**src/rtl/cpu_mem_pkg.sv**
```systemverilog
// cpu_mem_pkg: shared state encoding and RAM geometry for the CPU memory path
package cpu_mem_pkg;
  localparam int MEM_DEPTH = 512;
  localparam int WORD_W = 32;
  typedef enum logic [1:0] {IDLE, SETUP, ACCESS, DONE} state_t;
endpackage

```
**src/rtl/wait_counter.sv**
```systemverilog
// wait_counter: 4-bit loadable down-counter with zero flag for ACCESS wait states
module wait_counter (
  input  logic       clk,
  input  logic       clr,
  input  logic       load,
  input  logic       dec,
  input  logic [3:0] load_val,
  output logic       zero
);
  logic [3:0] cnt;
  always_ff @(posedge clk)
    if (clr) cnt <= '0;
    else if (load) cnt <= load_val;
    else if (dec && cnt != '0) cnt <= cnt - 4'd1;
  assign zero = cnt == '0;
endmodule

```
**src/rtl/mem_bus_master.sv**
```systemverilog
// mem_bus_master: MAR/MDR initiator sequencing setup, strobe and hold cycles to the word RAM
module mem_bus_master
  import cpu_mem_pkg::*;
#(
  parameter int ADDR_DEPTH  = MEM_DEPTH,
  parameter int WAIT_STATES = 1
) (
  input  logic              clk,
  input  logic              clr,
  input  logic              req_rd,
  input  logic              req_wr,
  input  logic [WORD_W-1:0] addr_in,
  input  logic [WORD_W-1:0] wdata_in,
  output logic [WORD_W-1:0] rdata_out,
  output logic              done,
  output logic              busy,
  output logic              err,
  output logic [WORD_W-1:0] mem_addr,
  output logic [WORD_W-1:0] mem_wdata,
  input  logic [WORD_W-1:0] mem_rdata,
  output logic              mem_read,
  output logic              mem_write
);
  state_t state;
  logic [WORD_W-1:0] mar, mdr;
  logic is_wr, wait_zero, one_req, in_range;
  assign one_req   = req_rd ^ req_wr;
  assign in_range  = addr_in < WORD_W'(ADDR_DEPTH);
  assign mem_addr  = mar;
  assign mem_wdata = mdr;
  wait_counter u_wait (
    .clk      (clk),
    .clr      (clr),
    .load     (state == SETUP),
    .dec      (state == ACCESS),
    .load_val (4'(WAIT_STATES)),
    .zero     (wait_zero)
  );
  // strobes are registered alongside the state so they track it exactly
  always_ff @(posedge clk) begin
    if (clr) begin
      state     <= IDLE;
      mar       <= '0;
      mdr       <= '0;
      rdata_out <= '0;
      is_wr     <= 1'b0;
      done      <= 1'b0;
      err       <= 1'b0;
      busy      <= 1'b0;
      mem_read  <= 1'b0;
      mem_write <= 1'b0;
    end else begin
      done <= 1'b0;
      err  <= 1'b0;
      case (state)
        IDLE:
          if ((req_rd && req_wr) || (one_req && !in_range)) err <= 1'b1;
          else if (one_req) begin
            mar   <= addr_in;
            mdr   <= req_wr ? wdata_in : mdr;
            is_wr <= req_wr;
            busy  <= 1'b1;
            state <= SETUP;
          end
        SETUP: begin
          mem_read  <= !is_wr;
          mem_write <= is_wr;
          state     <= ACCESS;
        end
        ACCESS:
          if (wait_zero) begin
            mem_read  <= 1'b0;
            mem_write <= 1'b0;
            done      <= 1'b1;
            mdr       <= is_wr ? mdr : mem_rdata;
            rdata_out <= is_wr ? rdata_out : mem_rdata;
            state     <= DONE;
          end
        DONE: begin
          busy  <= 1'b0;
          state <= IDLE;
        end
      endcase
    end
  end
endmodule

```
**config.mk**
```make
export PLATFORM = sky130hd
export DESIGN_NAME = mem_bus_master
export DESIGN_NICKNAME = d
export VERILOG_FILES = /design/src/rtl/cpu_mem_pkg.sv /design/src/rtl/wait_counter.sv /design/src/rtl/mem_bus_master.sv
export SDC_FILE = /design/constraint.sdc
export NUM_CORES = 1
export LEC_CHECK = 0
export CORE_ASPECT_RATIO = 1.4
export CORE_MARGIN = 10
export CORE_UTILIZATION = 45
export CTS_CLUSTER_SIZE = 24
export DETAILED_ROUTE_END_ITERATION = 12
export PLACE_DENSITY = 0.95
export SLEW_MARGIN = 25
export SYNTH_ARGS = -nofsm -noshare
export SYNTH_HDL_FRONTEND = slang
export SYNTH_HIERARCHICAL = 1
export SYNTH_SLANG_ARGS = --single-unit
```
**constraint.sdc**
```tcl
create_clock -name clk -period 5.73 [get_ports clk]
set_clock_uncertainty 0.1 [all_clocks]
set_input_delay 1.146 -clock clk [delete_from_list [all_inputs] [get_ports clk]]
set_output_delay 1.146 -clock clk [all_outputs]
set_load 0.05 [all_outputs]
```
==> insert_results.sql <==
INSERT INTO impl_metrics (metric_group, metric, value, unit) VALUES
('run_status', 'outcome', 'finished clean', ''),
('job', 'maxCapViolations', '0', ''),
('clocking', 'tritoncts.num_buffers', '9', ''),
('sta', 'hold_viol', '0', ''),
('setup_path', 'crit_path_max_fanout', '32', ''),
('sta', 'fin_crit_sh', '67.2', '%'),
('pwr', 'p_leak', '0.00250', 'uW'),
('global_routing', 'grt_use_total', '19.1', '%'),
('clocking', 'clock_tree.root_cell', 'sky130_fd_sc_hd__clkbuf_16', ''),
('placement', 'hpwl_detailed', '10900', 'um'),
('placement', 'numPortBuffers', '200', ''),
('synth', 'synth-main-ff-cell', 'sky130_fd_sc_hd__dfxtp_1', ''),
('synth', 'netlist_instances', '479', ''),
('sta', 'finalSetupViolations', '0', ''),
('clocking', 'buffers_inserted_during_post_cts_setup_optimization', '0', ''),
('clocking', 'clk_path_buf_depth', '2', ''),
('floorplan', 'floorplan.die_area', '14400', 'um^2'),
('sta', 'rsz0062_at_grt', 'false', ''),
('hold_path', 'worstHoldEndpoint', 'rdata_out[20]', ''),
('floorplan', 'die_height', '138', 'um'),
('clocking', 'h-tree-depth', '3', ''),
('finish', 'mostFrequentLayoutCell', 'sky130_fd_sc_hd__clkdlybuf4s50_1', ''),
('sta', 'layout_min_cycle_time', '3.85', 'ns'),
('routing', 'first_pass_iters', '4', ''),
('routing', 'antenna_left', '0', ''),
('sta', 'finalSetupTns', '0', 'ns'),
('routing', 'num_vias', '4030', ''),
('synth', 'async_reset_ff_share', '0', '%'),
('clocking', 'clk_transition_reported_paths', '0.06', 'ns'),
('synth', 'avgSynthCellArea', '9.36', 'um^2'),
('sta', 'slew-limit-headroom', '36.5', '%'),
('setup_path', 'arrival', '3.97', 'ns'),
('clocking', 'worst_skew_pair.late_latency', '0.34', 'ns'),
('clocking', 'cts_hold_buf', '0', ''),
('global_routing', 'grt_max_degree', '82', ''),
('routing', 'first_iter_violations', '178', ''),
('synth', 'ys_types', '35', ''),
('synth', 'synth.yosys.seq_area_share', '48.2', '%'),
('placement', 'finalWeightedCongestion', '0.801', ''),
('placement', 'area_after_dpl', '6570', 'um^2'),
('setup_path', 'startpoint_type', 'primary input', ''),
('synth', 'synth_seq_cells', '108', ''),
('finish', 'fin_nets', '773', ''),
('finish', 'layout.cells.most_common_list', 'sky130_fd_sc_hd__clkdlybuf4s50_1, sky130_fd_sc_hd__dfxtp_1, sky130_fd_sc_hd__nand2_1', ''),
('synth', 'synth_enable_flop_cells', '0', ''),
('global_routing', 'grt_pass1_vias', '4209', ''),
('routing', 'viasPerCell', '4.99', ''),
('global_routing', 'grt_remaining_overflow', '0', ''),
('pwr', 'vdd_drop_max', '0.195', 'mV'),
('floorplan', 'core.rowCount', '43', ''),
('clocking', 'cts_num_sinks', '108', ''),
('finish', 'insertedDiodeCount', '0', ''),
('floorplan', 'start_util', '45.5', '%'),
('sta', 'achievable-frequency', '260', 'MHz'),
('finish', 'final_cell_area', '6910', 'um^2'),
('setup_path', 'critical_r2r_launch', 'u_wait/cnt[1]', ''),
('floorplan', 'die_width', '104', 'um'),
('finish', 'drive_above_1_share', '4.91', '%'),
('synth', 'yosysWarnings', '6', ''),
('setup_path', 'worst-endpoint-required', '5.86', 'ns'),
('synth', 'synthesis.area', '4480', 'um^2'),
('sta', 'timing.final.max_slew_violations', '0', ''),
('sta', 'worstMarginPinSlew', '0.948', 'ns'),
('setup_path', 'crit-reg2reg-capture', 'mem_wdata[0]', ''),
('setup_path', 'r2r.worst_path.cells', '9', ''),
('floorplan', 'top_level_ports', '201', ''),
('hold_path', 'min-delay-start', 'rdata_out[20]', ''),
('routing', 'detail_route.wl_per_cell', '17.7', 'um'),
('finish', 'area_growth', '54.1', '%'),
('routing', 'postRouteWirelength', '14300', 'um'),
('hold_path', 'timing.hold.worst.class', 'reg -> reg', ''),
('setup_path', 'r2r_setup_slack', '2.65', 'ns'),
('global_routing', 'grt_pass1_wl', '22200', 'um'),
('setup_path', 'timing_worst_setup_path_type', 'in -> reg', ''),
('clocking', 'tritoncts_clock_tree', 'yes', ''),
('pwr', 'power', '1930', 'uW'),
('hold_path', 'worstHoldPathCells', '2', ''),
('setup_path', 'critical_path_sink_type', 'flip-flop', ''),
('routing', 'drcViolationCount', '0', ''),
('sta', 'final.hold.worst_slack', '0.355', 'ns'),
('floorplan', 'coreArea', '9850', 'um^2'),
('pwr', 'pwr_density_cell', '280', 'nW/um^2'),
('clocking', 'cts_resized', '0', ''),
('global_routing', 'antenna_violations_before_repair', '0', '');
metal layers:
layer  global-route usage [%]  wire length [um]  up-vias  share of wire [%]
li1                         -                 -     1956                  -
met1                     19.1              5350     1880                 37
met2                     33.9              7290      152                 51
met3                     6.51               988       42                6.9
met4                     10.2               695        0                4.9
met5                        0                 0        -                  0
worst max-delay path: stages:
cell,delay (ns)
sky130_fd_sc_hd__clkdlybuf4s50_1,0.45
sky130_fd_sc_hd__nor4_1,0.37
sky130_fd_sc_hd__nand4_1,0.25
sky130_fd_sc_hd__o41a_1,0.56
sky130_fd_sc_hd__a2111oi_4,0.35
sky130_fd_sc_hd__buf_4,0.44
sky130_fd_sc_hd__mux2_2,0.39
registers in the layout, indices dropped and copies added, names as in the netlist:
name and count:
is_wr 1, busy 1, mem_read 1, state 2
mem_write 1, mem_addr 32, rdata_out 32, err 1
done 1, u_wait/cnt 4, mem_wdata 32
logic make-up (layout without fill, tap and decap cells):
logic type                 count (synthesis)  in the layout  synth area share (%)
AOI/OAI and AO/OA                         50             50                  7.45
adders and majority gates                  6              6                  1.67
buffers and inverters                     40            231                  3.88
DFF                                      108            108                  48.2
muxes                                     76             76                  17.9
other                                      2              4                 0.168
and+or+nand+nor                          197            197                  20.7
power by group:
part / switching (uW) / total, uW / internal [uW]
sequential: 22.4 / 811 / 788
clock: 268 / 687 / 419
combinational: 247 / 434 / 187
layout make-up:
| type | count | area (um^2) |
|---|---|---|
| Timing Repair Buffer | 205 | 2040 |
| Clock buffer | 13 | 270 |
| Multi-Input combinational cell | 333 | 2160 |
| Clock inverter | 3 | 67.6 |
| Inverter | 10 | 37.5 |
| Sequential cell | 108 | 2160 |
| Fill cell | 711 | 2940 |
| Tap cell | 135 | 169 |
synthesized netlist by cell type (3+ instances only):
cell type                  instances  share of area (%)
sky130_fd_sc_hd__a211oi_1          3               0.50
sky130_fd_sc_hd__mux2_2            4                1.0
sky130_fd_sc_hd__buf_1             5               0.42
sky130_fd_sc_hd__clkbuf_1         21                1.8
sky130_fd_sc_hd__a21oi_1          34                3.8
sky130_fd_sc_hd__nor4_1            6               0.84
sky130_fd_sc_hd__o21ai_0           3               0.33
sky130_fd_sc_hd__and2_1           23                3.2
sky130_fd_sc_hd__nor2b_1          32                4.5
sky130_fd_sc_hd__inv_1            10               0.84
sky130_fd_sc_hd__ha_1              6                1.7
sky130_fd_sc_hd__mux2_1           28                7.0
sky130_fd_sc_hd__mux2i_1          44                9.8
sky130_fd_sc_hd__nor2_1           56                4.7
sky130_fd_sc_hd__nand2_1          71                5.9
sky130_fd_sc_hd__buf_6             3               0.75
sky130_fd_sc_hd__dfxtp_1         108                 48
worst max path at each step:
stage,startpoint,endpoint,slack [ns]
after detailed placement,addr_in[28],mem_wdata[0],1.50
final,addr_in[28],mem_wdata[0],1.88
after global routing,addr_in[28],mem_wdata[0],1.81
after floorplan,addr_in[28],mem_wdata[10],2.42
after global placement,addr_in[22],mem_wdata[10],1.74
after CTS,addr_in[28],mem_wdata[0],1.87
stage by stage:
stage                     util (%)  cells  worst slack, ns
final                         70.2    807             1.88
after global placement        66.7    791             1.74
after CTS                     70.2    807             1.87
after detailed placement      66.7    791             1.50
after floorplan                  -    481             2.42
after global routing          70.2    807             1.81
No activity file was read; power rests on OpenSTA's default activity.
